**src/rtl/trg_pkg.sv**
```systemverilog
// Shared widths, constants and the match-window helper for trg_match_ctrl.
// Per-channel match counters exist only when TRG_MATCH_CNT_EN is defined.
package trg_pkg;

    localparam int unsigned WIN_W      = 3;
    localparam int unsigned HIST_LEN   = 7;
    localparam int unsigned PUSH_DLY_W = 5;
    localparam int unsigned CNT_W      = 16;
    localparam logic [CNT_W-1:0] CNT_MAX = 16'hFFFF;

    typedef logic [HIST_LEN-1:0] win_mask_t;

    // Low W bits set; a programmed window of 0 behaves as a window of 1.
    function automatic win_mask_t win_mask(input logic [WIN_W-1:0] win);
        logic [WIN_W-1:0]  w_eff;
        logic [HIST_LEN:0] ones;
        w_eff = (win == '0) ? WIN_W'(1) : win;
        ones  = ((HIST_LEN+1)'(1) << w_eff) - (HIST_LEN+1)'(1);
        return ones[HIST_LEN-1:0];
    endfunction

endpackage

```
**src/rtl/trg_match_ctrl_lct_chan.sv**
```systemverilog
// One trigger channel: latency ring buffer, match window with once-only clearing,
// push delay line and, with TRG_MATCH_CNT_EN defined, a saturating match counter.
module lct_chan
    import trg_pkg::*;
#(
    parameter int unsigned DLY_W = 7
) (
    input  logic                  CLK,
    input  logic                  RST_N,
    input  logic                  lct_i,
    input  logic                  l1a_i,
    input  logic [DLY_W-1:0]      wp_i,
    input  logic [DLY_W-1:0]      rp_i,
    input  logic                  bypass_i,
    input  logic                  rd_ok_i,
    input  win_mask_t             wmask_i,
    input  logic [PUSH_DLY_W-1:0] push_dly_i,
    input  logic                  cnt_clr_i,
    output logic                  match_o,
    output logic                  push_o,
    output logic [CNT_W-1:0]      cnt_o
);

    localparam int unsigned DEPTH  = 1 << DLY_W;
    localparam int unsigned SH_LEN = (1 << PUSH_DLY_W) - 1;

    logic                mem_q [DEPTH];
    logic                d_lct_q;
    logic [HIST_LEN-2:0] hist_q;
    logic [HIST_LEN-2:0] hist_d;
    logic [HIST_LEN-1:0] hist_now;
    logic                match;
    logic                match_q;
    logic [SH_LEN-1:0]   sh_q;
    logic [SH_LEN:0]     push_tap;

    // Buffer contents are deliberately not reset; the fill guard masks stale data.
    always_ff @(posedge CLK) begin
        mem_q[wp_i] <= lct_i;
    end

    // Clearing the window bits on a match stops a later L1A re-using the same LCT,
    // while an LCT arriving on the following cycle enters bit 0 untouched.
    always_comb begin
        hist_now = {hist_q, d_lct_q};
        match    = l1a_i & |(hist_now & wmask_i);
        hist_d   = hist_now[HIST_LEN-2:0];
        if (match) begin
            hist_d = hist_now[HIST_LEN-2:0] & ~wmask_i[HIST_LEN-2:0];
        end
    end

    always_ff @(posedge CLK) begin
        if (!RST_N) begin
            d_lct_q <= 1'b0;
            hist_q  <= '0;
            match_q <= 1'b0;
            sh_q    <= '0;
        end else begin
            d_lct_q <= bypass_i ? lct_i : (rd_ok_i & mem_q[rp_i]);
            hist_q  <= hist_d;
            match_q <= match;
            sh_q    <= {sh_q[SH_LEN-2:0], match_q};
        end
    end

    assign push_tap = {sh_q, match_q};
    assign push_o   = push_tap[push_dly_i];
    assign match_o  = match_q;

`ifdef TRG_MATCH_CNT_EN
    logic [CNT_W-1:0] cnt_q;

    always_ff @(posedge CLK) begin
        if (!RST_N) begin
            cnt_q <= '0;
        end else if (cnt_clr_i) begin
            cnt_q <= '0;
        end else if (match_q && (cnt_q != CNT_MAX)) begin
            cnt_q <= cnt_q + 1'b1;
        end
    end

    assign cnt_o = cnt_q;
`else
    logic unused_cnt_clr;
    assign unused_cnt_clr = cnt_clr_i;
    assign cnt_o          = '0;
`endif

endmodule

```
**src/rtl/trg_match_ctrl.sv**
```systemverilog
// DMB trigger control: input mux/kill, LCTERR, shared delay pointers, N_CH match channels.
// Define TRG_MATCH_CNT_EN to build per-channel match counters and the CNT_OUT readout.
module trg_match_ctrl
    import trg_pkg::*;
#(
    parameter int unsigned N_CH  = 8,
    parameter int unsigned DLY_W = 7
) (
    input  logic                      CLK,
    input  logic                      RST_N,
    input  logic [N_CH-1:0]           PRE_LCT_IN,
    input  logic                      L1A_IN,
    input  logic                      CAL_MODE,
    input  logic [N_CH-2:0]           CAL_STRIP,
    input  logic [N_CH-1:0]           KILL_MASK,
    input  logic [DLY_W-1:0]          L1LATNCY,
    input  logic [WIN_W-1:0]          WIN,
    input  logic [PUSH_DLY_W-1:0]     PUSH_DLY,
    input  logic                      CNT_CLR,
    input  logic [$clog2(N_CH)-1:0]   CNT_SEL,
    output logic [N_CH-1:0]           L1A_MATCH,
    output logic [N_CH-1:0]           PUSH,
    output logic                      LCTERR,
    output logic [CNT_W-1:0]          CNT_OUT
);

    localparam int unsigned SEL_W = $clog2(N_CH);
    localparam logic [DLY_W:0] FILL_FULL = {1'b1, {DLY_W{1'b0}}};

    logic [N_CH-1:0]             lct_d;
    logic [N_CH-1:0]             lct_q;
    logic                        l1a_q;
    logic                        l1a_al_q;
    logic                        lcterr_q;
    logic [DLY_W-1:0]            wp_q;
    logic [DLY_W:0]              fill_q;
    logic [DLY_W-1:0]            rp;
    logic                        rd_ok;
    logic                        bypass;
    win_mask_t                   wmask;
    logic [N_CH-1:0][CNT_W-1:0]  cnt_w;

    always_comb begin
        lct_d = (CAL_MODE ? {CAL_STRIP, |CAL_STRIP} : PRE_LCT_IN) & ~KILL_MASK;
    end

    // The buffer read is registered, so L1A gets one extra stage to stay aligned with it.
    always_ff @(posedge CLK) begin
        if (!RST_N) begin
            lct_q    <= '0;
            l1a_q    <= 1'b0;
            l1a_al_q <= 1'b0;
            lcterr_q <= 1'b0;
            wp_q     <= '0;
            fill_q   <= '0;
        end else begin
            lct_q    <= lct_d;
            l1a_q    <= L1A_IN;
            l1a_al_q <= l1a_q;
            lcterr_q <= lct_q[0] ^ (|lct_q[N_CH-1:1]);
            wp_q     <= wp_q + 1'b1;
            if (fill_q != FILL_FULL) begin
                fill_q <= fill_q + 1'b1;
            end
        end
    end

    assign rp     = wp_q - L1LATNCY;
    assign rd_ok  = fill_q >= {1'b0, L1LATNCY};
    assign bypass = (L1LATNCY == '0);
    assign wmask  = win_mask(WIN);
    assign LCTERR = lcterr_q;

    for (genvar g = 0; g < N_CH; g++) begin : g_chan
        lct_chan #(
            .DLY_W (DLY_W)
        ) u_chan (
            .CLK        (CLK),
            .RST_N      (RST_N),
            .lct_i      (lct_q[g]),
            .l1a_i      (l1a_al_q),
            .wp_i       (wp_q),
            .rp_i       (rp),
            .bypass_i   (bypass),
            .rd_ok_i    (rd_ok),
            .wmask_i    (wmask),
            .push_dly_i (PUSH_DLY),
            .cnt_clr_i  (CNT_CLR),
            .match_o    (L1A_MATCH[g]),
            .push_o     (PUSH[g]),
            .cnt_o      (cnt_w[g])
        );
    end

`ifdef TRG_MATCH_CNT_EN
    logic [CNT_W-1:0] cnt_out_q;
    logic             sel_ok;

    if ((1 << SEL_W) > N_CH) begin : g_sel_chk
        assign sel_ok = (32'(CNT_SEL) < N_CH);
    end else begin : g_sel_all
        assign sel_ok = 1'b1;
    end

    always_ff @(posedge CLK) begin
        if (!RST_N) begin
            cnt_out_q <= '0;
        end else begin
            cnt_out_q <= sel_ok ? cnt_w[CNT_SEL] : '0;
        end
    end

    assign CNT_OUT = cnt_out_q;
`else
    logic unused_cnt_sel;
    assign unused_cnt_sel = ^{CNT_SEL, cnt_w};
    assign CNT_OUT        = '0;
`endif

endmodule

```
**config.mk**
```make
export PLATFORM = sky130hd
export DESIGN_NAME = trg_match_ctrl
export DESIGN_NICKNAME = d
export VERILOG_FILES = /design/src/rtl/trg_pkg.sv /design/src/rtl/trg_match_ctrl_lct_chan.sv /design/src/rtl/trg_match_ctrl.sv
export SDC_FILE = /design/constraint.sdc
export NUM_CORES = 1
export LEC_CHECK = 0
export CAP_MARGIN = 20
export CORE_MARGIN = 5
export CORE_UTILIZATION = 40
export DETAILED_ROUTE_END_ITERATION = 8
export MAX_ROUTING_LAYER = met4
export PLACE_DENSITY = 0.55
export SLEW_MARGIN = 20
export SYNTH_ARGS = -nofsm -noshare
export SYNTH_HDL_FRONTEND = slang
export SYNTH_SLANG_ARGS = --single-unit
```
**constraint.sdc**
```tcl
create_clock -name CLK -period 9.75 [get_ports CLK]
set_clock_uncertainty 0.2 [all_clocks]
set_input_delay 0.975 -clock CLK [delete_from_list [all_inputs] [get_ports CLK]]
set_output_delay 0.975 -clock CLK [all_outputs]
set_load 0.005 [all_outputs]
```
-- Yosys cells after proc, flatten, opt, wreduce, memory -nomap -nowiden
Memory sizes are Yosys's and may differ from the RTL's.
Cells that the tools add are included.
- add/subtract/negate cells: 4
- order comparisons: 2
- mux-type cells: 34
- equality and inequality tests: 1
- reduce and logical (&&, ||, !) cells: 12
- shifts and indexed selects: 1
- bitwise gates (word level): 36
- operator list (operator ; number):
    $reduce_or 7->1 ; 10
    $and 7x7->7 ; 8
    $and 6x6->6 ; 8
    $mux 6 ; 8
    $bmux 1 s5 ; 8
    $and 1x1->1 ; 16
    $mux 1 ; 16
    $add 8x1->8 const B ; 1
    $and 8x8->8 ; 1
    $ge 8x7->1 ; 1
    $mux 8 ; 1
    $ne 8x8->1 const B ; 1
    $not 8->8 ; 1
    $add 7x1->7 const B ; 1
    $logic_not 7->1 ; 1
    $shl 1x3->7 const A ; 1
    $sub 7x2->7 const B ; 1
    $sub 7x7->7 ; 1
    $lt 5x6->1 const B ; 1
    $not 6->6 ; 1
    $logic_not 3->1 ; 1
    $mux 3 ; 1
    $xor 1x1->1 ; 1
- bits of input ports: 46
- bits in registers: 338
- output and inout port bits: 33
- memories kept: 8
- logic and storage cells: 136
- RAM bits: 1024
- memories (name ; depth ; bits a word ; rd ports ; clocked after Yosys merged registers in ; write ports ; line ; text):
    g_chan[0].u_chan.mem_q ; 128 ; 1 ; 1 ; 0 ; 1 ; trg_match_ctrl_lct_chan.sv:27 ; logic mem_q [DEPTH];
    g_chan[1].u_chan.mem_q ; 128 ; 1 ; 1 ; 0 ; 1 ; trg_match_ctrl_lct_chan.sv:27 ;
    g_chan[2].u_chan.mem_q ; 128 ; 1 ; 1 ; 0 ; 1 ; trg_match_ctrl_lct_chan.sv:27 ;
    g_chan[3].u_chan.mem_q ; 128 ; 1 ; 1 ; 0 ; 1 ; trg_match_ctrl_lct_chan.sv:27 ;
    g_chan[4].u_chan.mem_q ; 128 ; 1 ; 1 ; 0 ; 1 ; trg_match_ctrl_lct_chan.sv:27 ;
    g_chan[5].u_chan.mem_q ; 128 ; 1 ; 1 ; 0 ; 1 ; trg_match_ctrl_lct_chan.sv:27 ;
    2 more memories ; - ; - ; - ; - ; - ; - ;

-- Depth between registers and ports, before layout
Gate-level depths: netlist of run 1.
- depth after elaboration: 8
- mapped depth: 12
- gate-level depth less buffers: 10

-- Cells and area by module
From an unflattened synthesis of run 1, not the netlist that was laid out.
- cell total of the unflattened synthesis: 4442
- area total of the unflattened synthesis: 58853.9 um2
- modules (own cells, without submodules) (module ; instances ; seq. area each (um2) ; cells each ; area each (um2)):
    lct_chan ; 8 ; 4624.4 ; 532 ; 7150.6
    trg_match_ctrl ; 1 ; 520.5 ; 186 ; 1649.1

-- Worst setup path before layout of run 1
Ideal clock, no wire load.
- kind: input port to output port
- start point: input PUSH_DLY[0]
- end point: output PUSH[0]
- arrival: 3.293 ns
- stages: 6
- path slack: 5.282 ns
- data required time: 8.575 ns
- buffers on the path: 3
- cells stage by stage: clkbuf_1 buf_1 mux4_2 mux4_2 mux2_2 buf_4
- cells in the longest elaborated chain, start to end: 2
- ends and longest elaborated chain (what ; line ; text):
    from (decl) ; trg_match_ctrl.sv:18 ; input logic [PUSH_DLY_W-1:0] PUSH_DLY,
    $bmux 1 s5 ; trg_match_ctrl_lct_chan.sv:68 ; assign push_o = push_tap[push_dly_i];
    $mux 1 (not written as such) ; trg_match_ctrl_lct_chan.sv:68 ;
    to (decl) ; trg_match_ctrl.sv:22 ; output logic [N_CH-1:0] PUSH,
Every way passes these cells. The select of a mux whose other input is x is not followed.

-- Worst setup path in the final report of run 1
- start point: input L1LATNCY[0]
- end point: register g_chan[2].u_chan.d_lct_q
- cells in the longest elaborated chain, start to end: 4
- elaborated cells between the ends (all ways): 6
- those cells by class: add/sub (1); order compare (1); mux (1); bitwise (1); reduce/logical (1); memory (1)
- ends and longest elaborated chain (what ; line ; text):
    from (decl) ; trg_match_ctrl.sv:16 ; input logic [DLY_W-1:0] L1LATNCY,
    $sub 7x7->7 ; trg_match_ctrl.sv:68 ; assign rp = wp_q - L1LATNCY;
    $mem_v2 128x1 ; - ;
    $and 1x1->1 ; trg_match_ctrl_lct_chan.sv:60 ; d_lct_q <= bypass_i ? lct_i : (rd_ok_i & mem_q[rp_i]);
    $mux 1 (*) ; trg_match_ctrl_lct_chan.sv:60 ;
    to (signal assigned) ; trg_match_ctrl_lct_chan.sv:60 ;
    to (decl) ; trg_match_ctrl_lct_chan.sv:28 ; logic d_lct_q;
Mark *: on every way between the ends. The rest lies on a longest branch, timed or not.
A chain may end at the register's enable or synchronous reset.

==> impl_results.md, run 1 <==
- Sequential share of power: 0.483
- Slew HR: 0.258
- Initial Util: 0.404
- First-pass GRT wire length: about 180000 µm
- Maximum fanout along the worst path: 44
- Via/cell ratio: roughly 5.4
- Post-DP HPWL: ~68000 µm
- Worst VDD drop: 0.155 mV
- Final instance count without filler cells: 4788
- Antenna diode instance count: 0
- Setup Fix Bufs, Post-CTS: 0
- PwrDens: approximately 220 nW/µm²
- Gpl congestion: 0.781
- Top FF cell, synth: edfxtp_1
- Synth Cell Area: 52400 µm²
- Drt drc: 0
- CORE AREA: 130000 µm²
- Clk pin slew, worst setup/hold paths: 0.06 ns
- Port bufs: 58
- CP top delay family: adder cells
- Leakage dissipation: 19.8 nW
- Final wirelength: 116000 µm
- Yosys reg bits: 1362
- Nature of the critical path endpoint: flip-flop
- Die area: ~140000 µm²
- Slowest-stage cell, CP: fa_4
- Layout cells sized above 1: 0.215
- Comb pwr share: 0.095
- Clock Latency Late Sink: 0.77 ns
- Fin crit period: 5.39 ns
- Number of CTS-inserted buffers: 147
- Commonest non-fill, non-tap cell in the layout: edfxtp_1
- Max cap viols: 0
- Syn-to-layout area delta: 13.5%
- Cts hold-fix bufs: 0
- Clock Tree Root: clkbuf_16
- Final ANT Viol Nets: 0
- 1st-pass router iterations: 5
- Net Sw Power: around 3 mW
- Async set-reset flop share out of synthesis: 0
- Cells after synthesis: between 2000 and 3000
- GRT Util Overall: 0.176
- Number of enable flip-flop cells after synthesis: 1024
- Slew Viols, Final: 0
- Vias in the first global route: 27213
- Synth warnings: 0
- Setup violators final: 0
- Fin area: 59500 µm²
- Setup CP Type: in2reg
- H-tree levels: 4
- Top post-synthesis cells by area: edfxtp_1 59%, mux4_2 15%, dfxtp_1 13%, and2_1 3.3%, mux2i_1 1.6%
- Final WS setup: 4.36 ns
- Pre-CTS setup slack: 3.53 ns
- Clock network power share: 0.422
- Worst EP arrival: a little under 6 ns
- Worst Hold Class: reg2reg
- Die height: between 300 and 400 µm
- Final net count: 2994
- Total gr overflow: 0
- Int Power: 10.0 mW
- WL per Instance: 24.3 µm
- Outcome: completed
- Commonest non-fill, non-tap cells in the layout: 1024 x edfxtp_1, 353 x mux4_2, 330 x dfxtp_1
- TritonCTS Sinks: about 1400
- Synth unique cells: 52
- Largest net degree at the start of global routing: 129
- Area share of the largest cell type after synthesis: 0.586
- Routed vias: 25663
- Switching fraction of total power: 0.227
- Placed Cells: roughly 4500
- DR iter-0 viols: 2155
- Synthesized area per cell: 18.2 µm²
- CTS Buffer Depth: 3
- Slew @ Worst Pin: 1.10 ns
- Worst Path Buf+Inv: 2
- Crit-path max cell delay: 1.27 ns
- Sequential element share of the synthesized area: 0.716
- Site Rows: 132
- Die W: 372 µm
- Max Clock Freq: 0.186 GHz
- Post-CTS sizing: 0
- Setup TNS: 0 ns
- Worst Setup Start Kind: input pin
- Worst path cell trace: clkdlybuf4s50_1 -> ha_4 -> fa_4 -> buf_4 -> mux4_2 -> mux2i_1 -> mux2i_1 -> mux2_2 -> a221oi_1 -> nand3_1
- Placed inst area: 54700 µm²
- WP data required: 10.15 ns
- CTS tree: done
- I/O Pins: 79
- RSZ-0062 raised after global routing: no
- Period utilization: 0.553
- Most used cell, CP: mux2i_1
- Area leader, netlist: edfxtp_1
- Hold Violations, Final: 0
- Initial antenna violation count: 2
cell usage after synthesis (all sizes together), types with 2 or more instances:
library cell,count
a31oi,8
nand3,24
a21o,3
o211ai,17
nor4b,2
o21a,3
a211oi,10
nor3b,2
or3,5
dfxtp,338
nor2b,5
clkbuf,109
and2,277
o21ai,9
ha,17
buf,87
and3,13
nand2,87
a2111oi,4
conb,2
mux2i,84
a221oi,15
nand2b,20
inv,14
xor2,13
mux2,39
edfxtp,1024
o311ai,14
nor2,197
xnor2,7
nor4,4
a21oi,39
a32oi,7
mux4,353
nor3,9
worst min-delay path: cells and delay by family (launching register included):
family           cells  cell delay, ns
AND/OR/NAND/NOR      1            0.05
flip-flops           1            0.31
AO/OA/AOI/OAI        1            0.03
state kept, by name, indices dropped and copies added, names as in the netlist, 7 cells and up:
signal	count
wp_q	7
g_chan.u_chan.d_lct_q	8
g_chan.u_chan.sh_q	248
lct_q	8
g_chan.u_chan.match_o	8
fill_q	8
g_chan.u_chan.hist_q	48
g_chan.u_chan.mem_q	1024
metrics by stage:
stage	power (mW)	utilization	hold WS [ns]
after global routing	13.5	0.458	0.240
after CTS	13.1	0.458	0.232
after detailed placement	7.65	0.422	0.224
after floorplan	7.25	-	0.212
final	13.0	0.458	0.231
after global placement	7.64	0.422	0.215
cell type report:
type | instances | area [µm²]
multi-input combinational | 1318 | 14100
tap | 1742 | 2180
clock buffer | 211 | 4190
inverter | 14 | 52.6
timing repair buffer | 87 | 842
fill | 11022 | 70300
sequential | 1362 | 37500
clock inverter | 54 | 581
power by group through the flow:
stage | clock (mW) | combinational [mW] | sequential (mW)
after global placement | 0 | 1.25 | 6.39
after global routing | 5.86 | 1.33 | 6.27
after detailed placement | 0 | 1.26 | 6.39
final | 5.48 | 1.23 | 6.27
after CTS | 5.62 | 1.26 | 6.27
after floorplan | 0 | 0.852 | 6.40
cell families after synthesis:
group,share of synthesized area
XOR/XNOR,0.00363
adder cells (fa/ha/maj),0.00444
multiplexers,0.176
buffers and inverters,0.0184
other,0.000143
flip-flops,0.716
AND/OR/NAND/NOR,0.0639
AO/OA/AOI/OAI,0.0179
routing by layer:
layer  global-route usage  up-vias  wire length (µm)  share of wire
li1                     -    11298                 -              -
met1                0.236    13467             50900           0.44
met2                0.273      683             55900           0.48
met3               0.0325      215              6240          0.054
met4               0.0586        0              3220          0.028
met5                    -        -                 0              0
path summary, 6_finish.rpt:
path | start | end | slack, ns | cells past startpoint
worst min-delay path | g_chan[7].u_chan.hist_q[0]$_SDFF_PN0_ | g_chan[7].u_chan.hist_q[1]$_SDFF_PN0_ | 0.23 | 2
worst max register to register | wp_q[0]$_SDFF_PN0_ | g_chan[2].u_chan.d_lct_q$_SDFF_PN0_ | 4.50 | 10
worst min register to register | g_chan[7].u_chan.hist_q[0]$_SDFF_PN0_ | g_chan[7].u_chan.hist_q[1]$_SDFF_PN0_ | 0.23 | 2
worst max-delay path | L1LATNCY[0] | g_chan[2].u_chan.d_lct_q$_SDFF_PN0_ | 4.36 | 10
Note: power is estimated with default switching activity, not from simulation.
==> inputs of run 2 (changes only) <==
Clock period 9.75 ns to 5.3 ns, I/O delays scaled along.
==> run 2 against run 1 <==
Wire length up 1.0%. Register-to-register slack got worse by 3.6 ns. Critical endpoint unchanged. Utilization increased by 0.42 points. Clock power up 84%. Critical path type is now reg2reg. Highest routed layer unchanged. Sequential power grew 83%. Combinational power rose by 93%. Setup slack got worse by 3.4 ns. Design area rose by 0.91%. First-iteration DRC count shrank 0.37%.
==> impl_results.md, run 2 (synthesis results as in run 1) <==
- Outcome: completed (unchanged)
- Port bufs: 58 (unchanged)
- GRT Util Overall: 0.177 (was 0.176)
- Routed length on met3: 7220 µm (was 6240 µm)
- Slowest-stage cell, CP: mux4_2 (was fa_4)
- DR iter-0 viols: 2147 (was 2155)
- H-tree levels: 4 (unchanged)
- Period utilization: 0.825
- Worst reg2reg startpoint: wp_q[0]$_SDFF_PN0_ (unchanged)
- Hold Violations, Final: 0 (unchanged)
- Via/cell ratio: 5.35 (was 5.36)
- CTS tree: done (unchanged)
- Syn-to-layout area delta: 14.5% (was 13.5%)
- Slew Viols, Final: 0 (unchanged)
- Sequential share of power: 0.482 (was 0.483)
- Initial antenna violation count: 3 (was 2)
- Maximum fanout along the worst path: 28 (was 44)
- Met2 wire length: 57500 µm (was 55900 µm)
- Setup CP Type: reg2reg (was in2reg)
- Hold Crit Depth: 2 (unchanged)
- CTS Buffer Depth: 3 (unchanged)
- First-pass GRT wire length: 177000 µm (was 176000 µm)
- Layout cells sized above 1: 0.232 (was 0.215)
- WL per Instance: 24.3 µm (about the same)
- Hold EP: lct_q[1]$_SDFF_PN0_ (was g_chan[7].u_chan.hist_q[1]$_SDFF_PN0_)
- Setup TNS: 0 ns (unchanged)
- Reg2Reg Depth: 13 (was 10)
- Fin crit period: 4.37 ns
- Net Sw Power: 5.60 mW (was 2.95 mW)
- Nature of the critical path endpoint: flip-flop (unchanged)
- Largest net degree at the start of global routing: 286 (was 129)
- Final ANT Viol Nets: 0 (unchanged)
- Placed Cells: 4573 (was 4523)
- Final net count: 3041 (was 2994)
- Uppermost layer routed: met4 (unchanged)
- Initial Util: 0.404 (unchanged)
- Setup violators final: 0 (unchanged)
- HP Start: KILL_MASK[1] (was g_chan[7].u_chan.hist_q[0]$_SDFF_PN0_)
- Clk pin slew, worst setup/hold paths: 0.06 ns (about the same)
- Crit-path max cell delay: 0.55 ns (was 1.27 ns)
- Commonest non-fill, non-tap cell in the layout: edfxtp_1 (unchanged)
- Max Clock Freq: between 0.2 and 0.25 GHz
- Die W: 372 µm (unchanged)
- Leakage dissipation: 20.0 nW (was 19.8 nW)
- Antenna diode instance count: 0 (unchanged)
- Max cap viols: 0 (unchanged)
- Worst path cell trace: inv_1 -> ha_4 -> fa_4 -> xnor2_4 -> buf_12 -> buf_4 -> mux4_2 -> mux2i_1 -> mux2i_1 -> mux2_2 -> a221oi_1 -> buf_4 -> nand3_1 (was clkdlybuf4s50_1 -> ha_4 -> fa_4 -> buf_4 -> mux4_2 -> mux2i_1 -> mux2i_1 -> mux2_2 -> a221oi_1 -> nand3_1)
- Die area: 138000 µm² (unchanged)
- Gpl congestion: 0.767 (was 0.781)
- Slew HR: 0.291 (was 0.258)
- Reg2reg setup slack: 0.93 ns (was 4.50 ns)
- 1st-pass router iterations: 5 (unchanged)
- Worst Setup Start Kind: flip-flop (was input pin)
- Vias in the first global route: 27308 (was 27213)
- Int Power: 18.4 mW (was 10.0 mW)
- TritonCTS Sinks: 1362 (unchanged)
- Biggest register: g_chan.u_chan.mem_q (unchanged)
- DRT met1 WL: 50000 µm (was 50900 µm)
- PwrDens: 399 nW/µm² (was 218 nW/µm²)
- Comb pwr share: 0.099 (was 0.095)
- Worst VDD drop: 0.302 mV (was 0.155 mV)
- Switching fraction of total power: 0.233 (was 0.227)
- Post-DP HPWL: 70300 µm (was 67800 µm)
- Worst EP arrival: 4.80 ns (was 5.79 ns)
- WP data required: 5.73 ns (was 10.15 ns)
- Setup Fix Bufs, Post-CTS: 0 (unchanged)
- Clock Tree Root: clkbuf_16 (unchanged)
- Routed vias: 25847 (was 25663)
- CORE AREA: 130000 µm² (unchanged)
- Total gr overflow: 0 (unchanged)
- Drt drc: 0 (unchanged)
- Reg-to-reg endpoint: g_chan[2].u_chan.d_lct_q$_SDFF_PN0_ (unchanged)
- Commonest non-fill, non-tap cells in the layout: 1024 x edfxtp_1, 353 x mux4_2, 330 x dfxtp_1 (unchanged)
- Worst Hold Class: in2reg (was reg2reg)
- Number of CTS-inserted buffers: 143 (was 147)
- RSZ-0062 raised after global routing: no (unchanged)
- Die height: 372 µm (unchanged)
- Clock network power share: 0.420 (was 0.422)
- Clock Latency Late Sink: 0.76 ns (was 0.77 ns)
- Final instance count without filler cells: 4835 (was 4788)
- Biggest regs: g_chan.u_chan.mem_q: 1024 flops, g_chan.u_chan.sh_q: 248 flops, g_chan.u_chan.hist_q: 48 flops (unchanged)
- Max reg flops: 1024 (unchanged)
- Slew @ Worst Pin: 1.06 ns (was 1.10 ns)
- I/O Pins: 79 (unchanged)
- Final wirelength: 117000 µm (was 116000 µm)
- Site Rows: 132 (unchanged)
run 2: cell count changes in the layout (fill, tap and decap cells not counted), moves of 2 or more:
cell,change
clkinv_2,+7
inv_16,+4
clkinv_16,+2
clkinv_4,+2
buf_4,+38
inv_6,-3
clkinvlp_4,+5
clkbuf_1,-16
clkbuf_16,-6
buf_12,+12
run 2: power groups by stage:
| stage | sequential [mW] | clock (mW) | combinational [mW] |
|---|---|---|---|
| 2_1_floorplan | 11.8 | 0 | 1.57 |
| 3_3_place_gp | 11.8 | 0 | 2.38 |
| 3_5_place_dp | 11.8 | 0 | 2.40 |
| 4_1_cts | 11.5 | 10.3 | 2.41 |
| 5_1_grt | 11.5 | 10.8 | 2.52 |
| 6_report | 11.5 | 10.1 | 2.37 |
run 2: what timing repair did:
action | 4_1_cts | 5_1_grt
hold buffers | 1 | 0
gates resized for setup | 0 | 0
hold endpoints to repair | 11 | 0
setup endpoints to repair | 0 | 0
run 2: worst max path at each step:
stage                                   from                             endpoint  slack (ns)  cells after the start
final                     wp_q[0]$_SDFF_PN0_  g_chan[2].u_chan.d_lct_q$_SDFF_PN0_        0.93                     13
after global placement           L1LATNCY[0]  g_chan[5].u_chan.d_lct_q$_SDFF_PN0_        0.47                     13
after CTS                 wp_q[0]$_SDFF_PN0_  g_chan[5].u_chan.d_lct_q$_SDFF_PN0_        0.88                     13
after global routing      wp_q[0]$_SDFF_PN0_  g_chan[5].u_chan.d_lct_q$_SDFF_PN0_        0.64                     13
after detailed placement         L1LATNCY[0]  g_chan[5].u_chan.d_lct_q$_SDFF_PN0_        0.45                     13
after floorplan                  PUSH_DLY[0]                              PUSH[0]        1.72                      6
run 2: metrics by stage:
step | power, mW | setup WS (ns) | instance area (µm²) | hold slack, ns | util
final | 24.0 | 0.926 | 60100 | 0.109 | 0.463
after global routing | 24.8 | 0.643 | 60100 | 0.0495 | 0.463
after CTS | 24.3 | 0.878 | 60000 | 0.0255 | 0.463
after detailed placement | 14.2 | 0.452 | 55300 | 0.223 | 0.426
after global placement | 14.1 | 0.469 | 55300 | 0.217 | 0.426
after floorplan | 13.3 | 1.72 | 52500 | 0.212 | -
run 2: cell type report:
type / count / area [µm²]
fillers: 10948 / 69800
flip-flops and latches: 1362 / 37500
multi-input cells: 1318 / 14100
clock buffers: 189 / 3980
well taps: 1742 / 2180
repair buffers: 138 / 1380
clock inverters: 72 / 801
inverters: 14 / 52.6
run 2: critical path: cells and delay by family (launching register included):
family | cells | cell delay, ns
muxes | 4 | 1.28
buffers and inverters | 4 | 0.93
adders and majority gates | 2 | 0.72
DFF | 1 | 0.47
AOI/OAI and AO/OA | 1 | 0.31
xor gates and xnor gates | 1 | 0.22
and+or+nand+nor | 1 | 0.08
run 2: layer usage:
metal	up-vias	global-route usage
li1	11380	-
met1	13597	0.233
met2	686	0.280
met3	184	0.0367
met4	0	0.0505
met5	-	-
==> inputs of run 3 (changes only) <==
Settings changed: PLACE_DENSITY 0.55 to 0.57.
Clock period 5.3 ns to 3.8 ns, I/O delays scaled along.
==> run 3 against run 2 <==
Combinational power is 62% higher. Sequential power is 40% higher. Via count is 4.2% higher. Largest cell class unchanged. First-iteration DRC count is 8.9% higher. Highest routed layer unchanged. Total power is 39% higher. Maximum frequency is 20% higher. Die area stayed put.
==> impl_results.md, run 3 (synthesis results as in run 1) <==
- Reg2reg setup slack: 0.14 ns (was 0.93 ns)
- Die area: 138000 µm² (unchanged)
- Biggest regs: g_chan.u_chan.mem_q: 1024 flops, g_chan.u_chan.sh_q: 248 flops, g_chan.u_chan.hist_q: 48 flops (unchanged)
- H-tree levels: 4 (unchanged)
- Slew HR: 0.258 (was 0.291)
- Syn-to-layout area delta: 17.4% (was 14.5%)
- Worst VDD drop: 0.482 mV (was 0.302 mV)
- Worst path cell trace: inv_1 -> ha_4 -> fa_4 -> buf_12 -> buf_16 -> mux4_2 -> nor2_1 -> o311ai_0 -> buf_4 -> a32oi_1 -> buf_4 -> nand3_1 (was inv_1 -> ha_4 -> fa_4 -> xnor2_4 -> buf_12 -> buf_4 -> mux4_2 -> mux2i_1 -> mux2i_1 -> mux2_2 -> a221oi_1 -> buf_4 -> nand3_1)
- # fillers: 10834 (was 10948)
- Final net count: 3222 (was 3041)
- Outcome: completed (unchanged)
- Maximum fanout along the worst path: 26 (was 28)
- Layout cells sized above 1: 0.267 (was 0.232)
- Max reg flops: 1024 (unchanged)
- CORE AREA: 130000 µm² (unchanged)
- Commonest non-fill, non-tap cell in the layout: edfxtp_1 (unchanged)
- Commonest non-fill, non-tap cells in the layout: 1024 x edfxtp_1, 353 x mux4_2, 330 x dfxtp_1 (unchanged)
- Max Clock Freq: 0.273 GHz (was 0.229 GHz)
- Final instance count without filler cells: 5013 (was 4835)
- Initial Util: 0.404 (unchanged)
- Largest net degree at the start of global routing: 289 (was 286)
- Setup violators final: 0 (unchanged)
- Hold EP: lct_q[4]$_SDFF_PN0_ (was lct_q[1]$_SDFF_PN0_)
- Drt drc: 0 (unchanged)
- GRT Util Overall: 0.187 (was 0.177)
- Site Rows: 132 (unchanged)
- Fin area: 61600 µm² (was 60100 µm²)
- Clock Latency Late Sink: 0.75 ns (was 0.76 ns)
- Max cap viols: 0 (unchanged)
- Register area: 37500 µm² (unchanged)
- Crit-path max cell delay: 0.88 ns (was 0.55 ns)
- Pre-CTS setup slack: -0.625 ns (was 0.452 ns)
- Hold Violations, Final: 0 (unchanged)
- Routed vias: 26941 (was 25847)
- Worst EP arrival: 4.08 ns (was 4.80 ns)
- Slowest-stage cell, CP: fa_4 (was mux4_2)
- PwrDens: 541 nW/µm² (was 399 nW/µm²)
- DR iter-0 viols: 2339 (was 2147)
- Number of CTS-inserted buffers: 143 (unchanged)
- Vias in the first global route: 28299 (was 27308)
- Reg2Reg Depth: 12 (was 13)
- Final ANT Viol Nets: 0 (unchanged)
- Die height: 372 µm (unchanged)
- CTS Buffer Depth: 3 (unchanged)
- I/O Pins: 79 (unchanged)
- Via/cell ratio: 5.37 (was 5.35)
- Clock Tree Root: clkbuf_16 (unchanged)
- Slew Viols, Final: 0 (unchanged)
- Final wirelength: 125000 µm (was 117000 µm)
- Area used by multi-input combinational logic: 14100 µm² (about the same)
- Reg-to-reg endpoint: g_chan[2].u_chan.d_lct_q$_SDFF_PN0_ (unchanged)
- CTS tree: done (unchanged)
- Gpl congestion: 0.839 (was 0.767)
- Slew @ Worst Pin: 1.11 ns (was 1.06 ns)
- Leakage dissipation: 21.0 nW (was 20.0 nW)
- Worst reg2reg startpoint: wp_q[0]$_SDFF_PN0_ (unchanged)
- Hold Crit Depth: 3 (was 2)
- Final WS setup: 0.143 ns (was 0.926 ns)
- Fin crit period: 3.66 ns (was 4.37 ns)
- Worst Setup Start Kind: flip-flop (unchanged)
- Die W: 372 µm (unchanged)
- Period utilization: 0.962 (was 0.825)
- Nature of the critical path endpoint: flip-flop (unchanged)
- Antenna diode instance count: 0 (unchanged)
- RSZ-0062 raised after global routing: yes (was no)
- First-pass GRT wire length: 187000 µm (was 177000 µm)
- 1st-pass router iterations: 5 (unchanged)
- Biggest register: g_chan.u_chan.mem_q (unchanged)
- Placed inst area: 56800 µm² (was 55300 µm²)
- Total gr overflow: 0 (unchanged)
- Setup TNS: 0 ns (unchanged)
- Clk pin slew, worst setup/hold paths: 0.06 ns (about the same)
- Initial antenna violation count: 2 (was 3)
- Placed Cells: 4740 (was 4573)
- WL per Instance: 24.9 µm (was 24.3 µm)
- HP Start: PRE_LCT_IN[4] (was KILL_MASK[1])
- WP data required: 4.22 ns (was 5.73 ns)
- Worst Hold Class: in2reg (unchanged)
- TritonCTS Sinks: 1362 (unchanged)
- Setup CP Type: reg2reg (unchanged)
- Post-DP HPWL: 80000 µm (was 70300 µm)
- Port bufs: 58 (unchanged)
- Most used cell, CP: buf_4
run 3: changes by cell type in the layout (fill, tap and decap cells not counted), sizes merged:
cell         before  now
buf              82  252
clkbuf          189  199
dlygate4sd3       1   11
clkinv           49   41
bufinv           10    7
inv              22   20
clkinvlp          5    6
run 3: repair_timing:
| item | CTS | global route |
|---|---|---|
| endpoints found under the hold margin | 22 | 0 |
| hold buffers | 11 | 0 |
| endpoints found under the setup margin | 1 | 8 |
| setup buffers | 0 | 3 |
| cloned | 0 | 1 |
| gates resized for setup | 1 | 16 |
run 3: worst max path at each step:
stage                       start                                  end  slack (ns)  cells past startpoint
2_1_floorplan  wp_q[0]$_SDFF_PN0_  g_chan[3].u_chan.d_lct_q$_SDFF_PN0_        0.31                     11
3_3_place_gp          L1LATNCY[0]  g_chan[5].u_chan.d_lct_q$_SDFF_PN0_       -0.62                     10
3_5_place_dp          L1LATNCY[0]  g_chan[5].u_chan.d_lct_q$_SDFF_PN0_       -0.62                     12
4_1_cts        wp_q[0]$_SDFF_PN0_  g_chan[5].u_chan.d_lct_q$_SDFF_PN0_       0.002                     10
5_1_grt        wp_q[0]$_SDFF_PN0_  g_chan[2].u_chan.d_lct_q$_SDFF_PN0_      0.0007                     12
6_report       wp_q[0]$_SDFF_PN0_  g_chan[2].u_chan.d_lct_q$_SDFF_PN0_        0.14                     12
run 3: area by class of cell:
cell class | instances | share of cell area
well taps | 1742 | 0.0354
inverters | 14 | 0.000853
clock inverters | 60 | 0.00813
clock buffers | 198 | 0.0645
flip-flops and latches | 1362 | 0.610
repair buffers | 319 | 0.0517
multi-input cells | 1318 | 0.230
run 3: layer usage:
layer | track usage | up-vias | share of wire
li1 | - | 11747 | -
met1 | 0.245 | 14228 | 0.42
met2 | 0.306 | 771 | 0.50
met3 | 0.0311 | 195 | 0.054
met4 | 0.0490 | 0 | 0.022
met5 | - | - | 0
run 3: report_power, final:
part           total [mW]  internal (mW)  switching [mW]
Combinational        3.85           1.84            2.01
Clock                13.4           7.78            5.61
Sequential           16.1           16.0          0.0964
run 3: worst max-delay path: cells and delay by family (launching register included):
family                     cells  cell delay (ns)
AOI/OAI and AO/OA              2             0.41
adders and majority gates      2             1.05
buffers and inverters          5             0.87
DFF                            1             0.33
muxes                          1             0.35
and+or+nand+nor                2             0.25
run 3: through the flow:
step | power (mW) | hold WS [ns] | util
floorplan | 18.6 | 0.212 | -
global placement | 20.2 | 0.219 | 0.438
finish | 33.3 | 0.0672 | 0.474
detailed placement | 20.2 | 0.223 | 0.438
CTS | 33.6 | 0.00128 | 0.473
global route | 34.5 | 0.0481 | 0.474
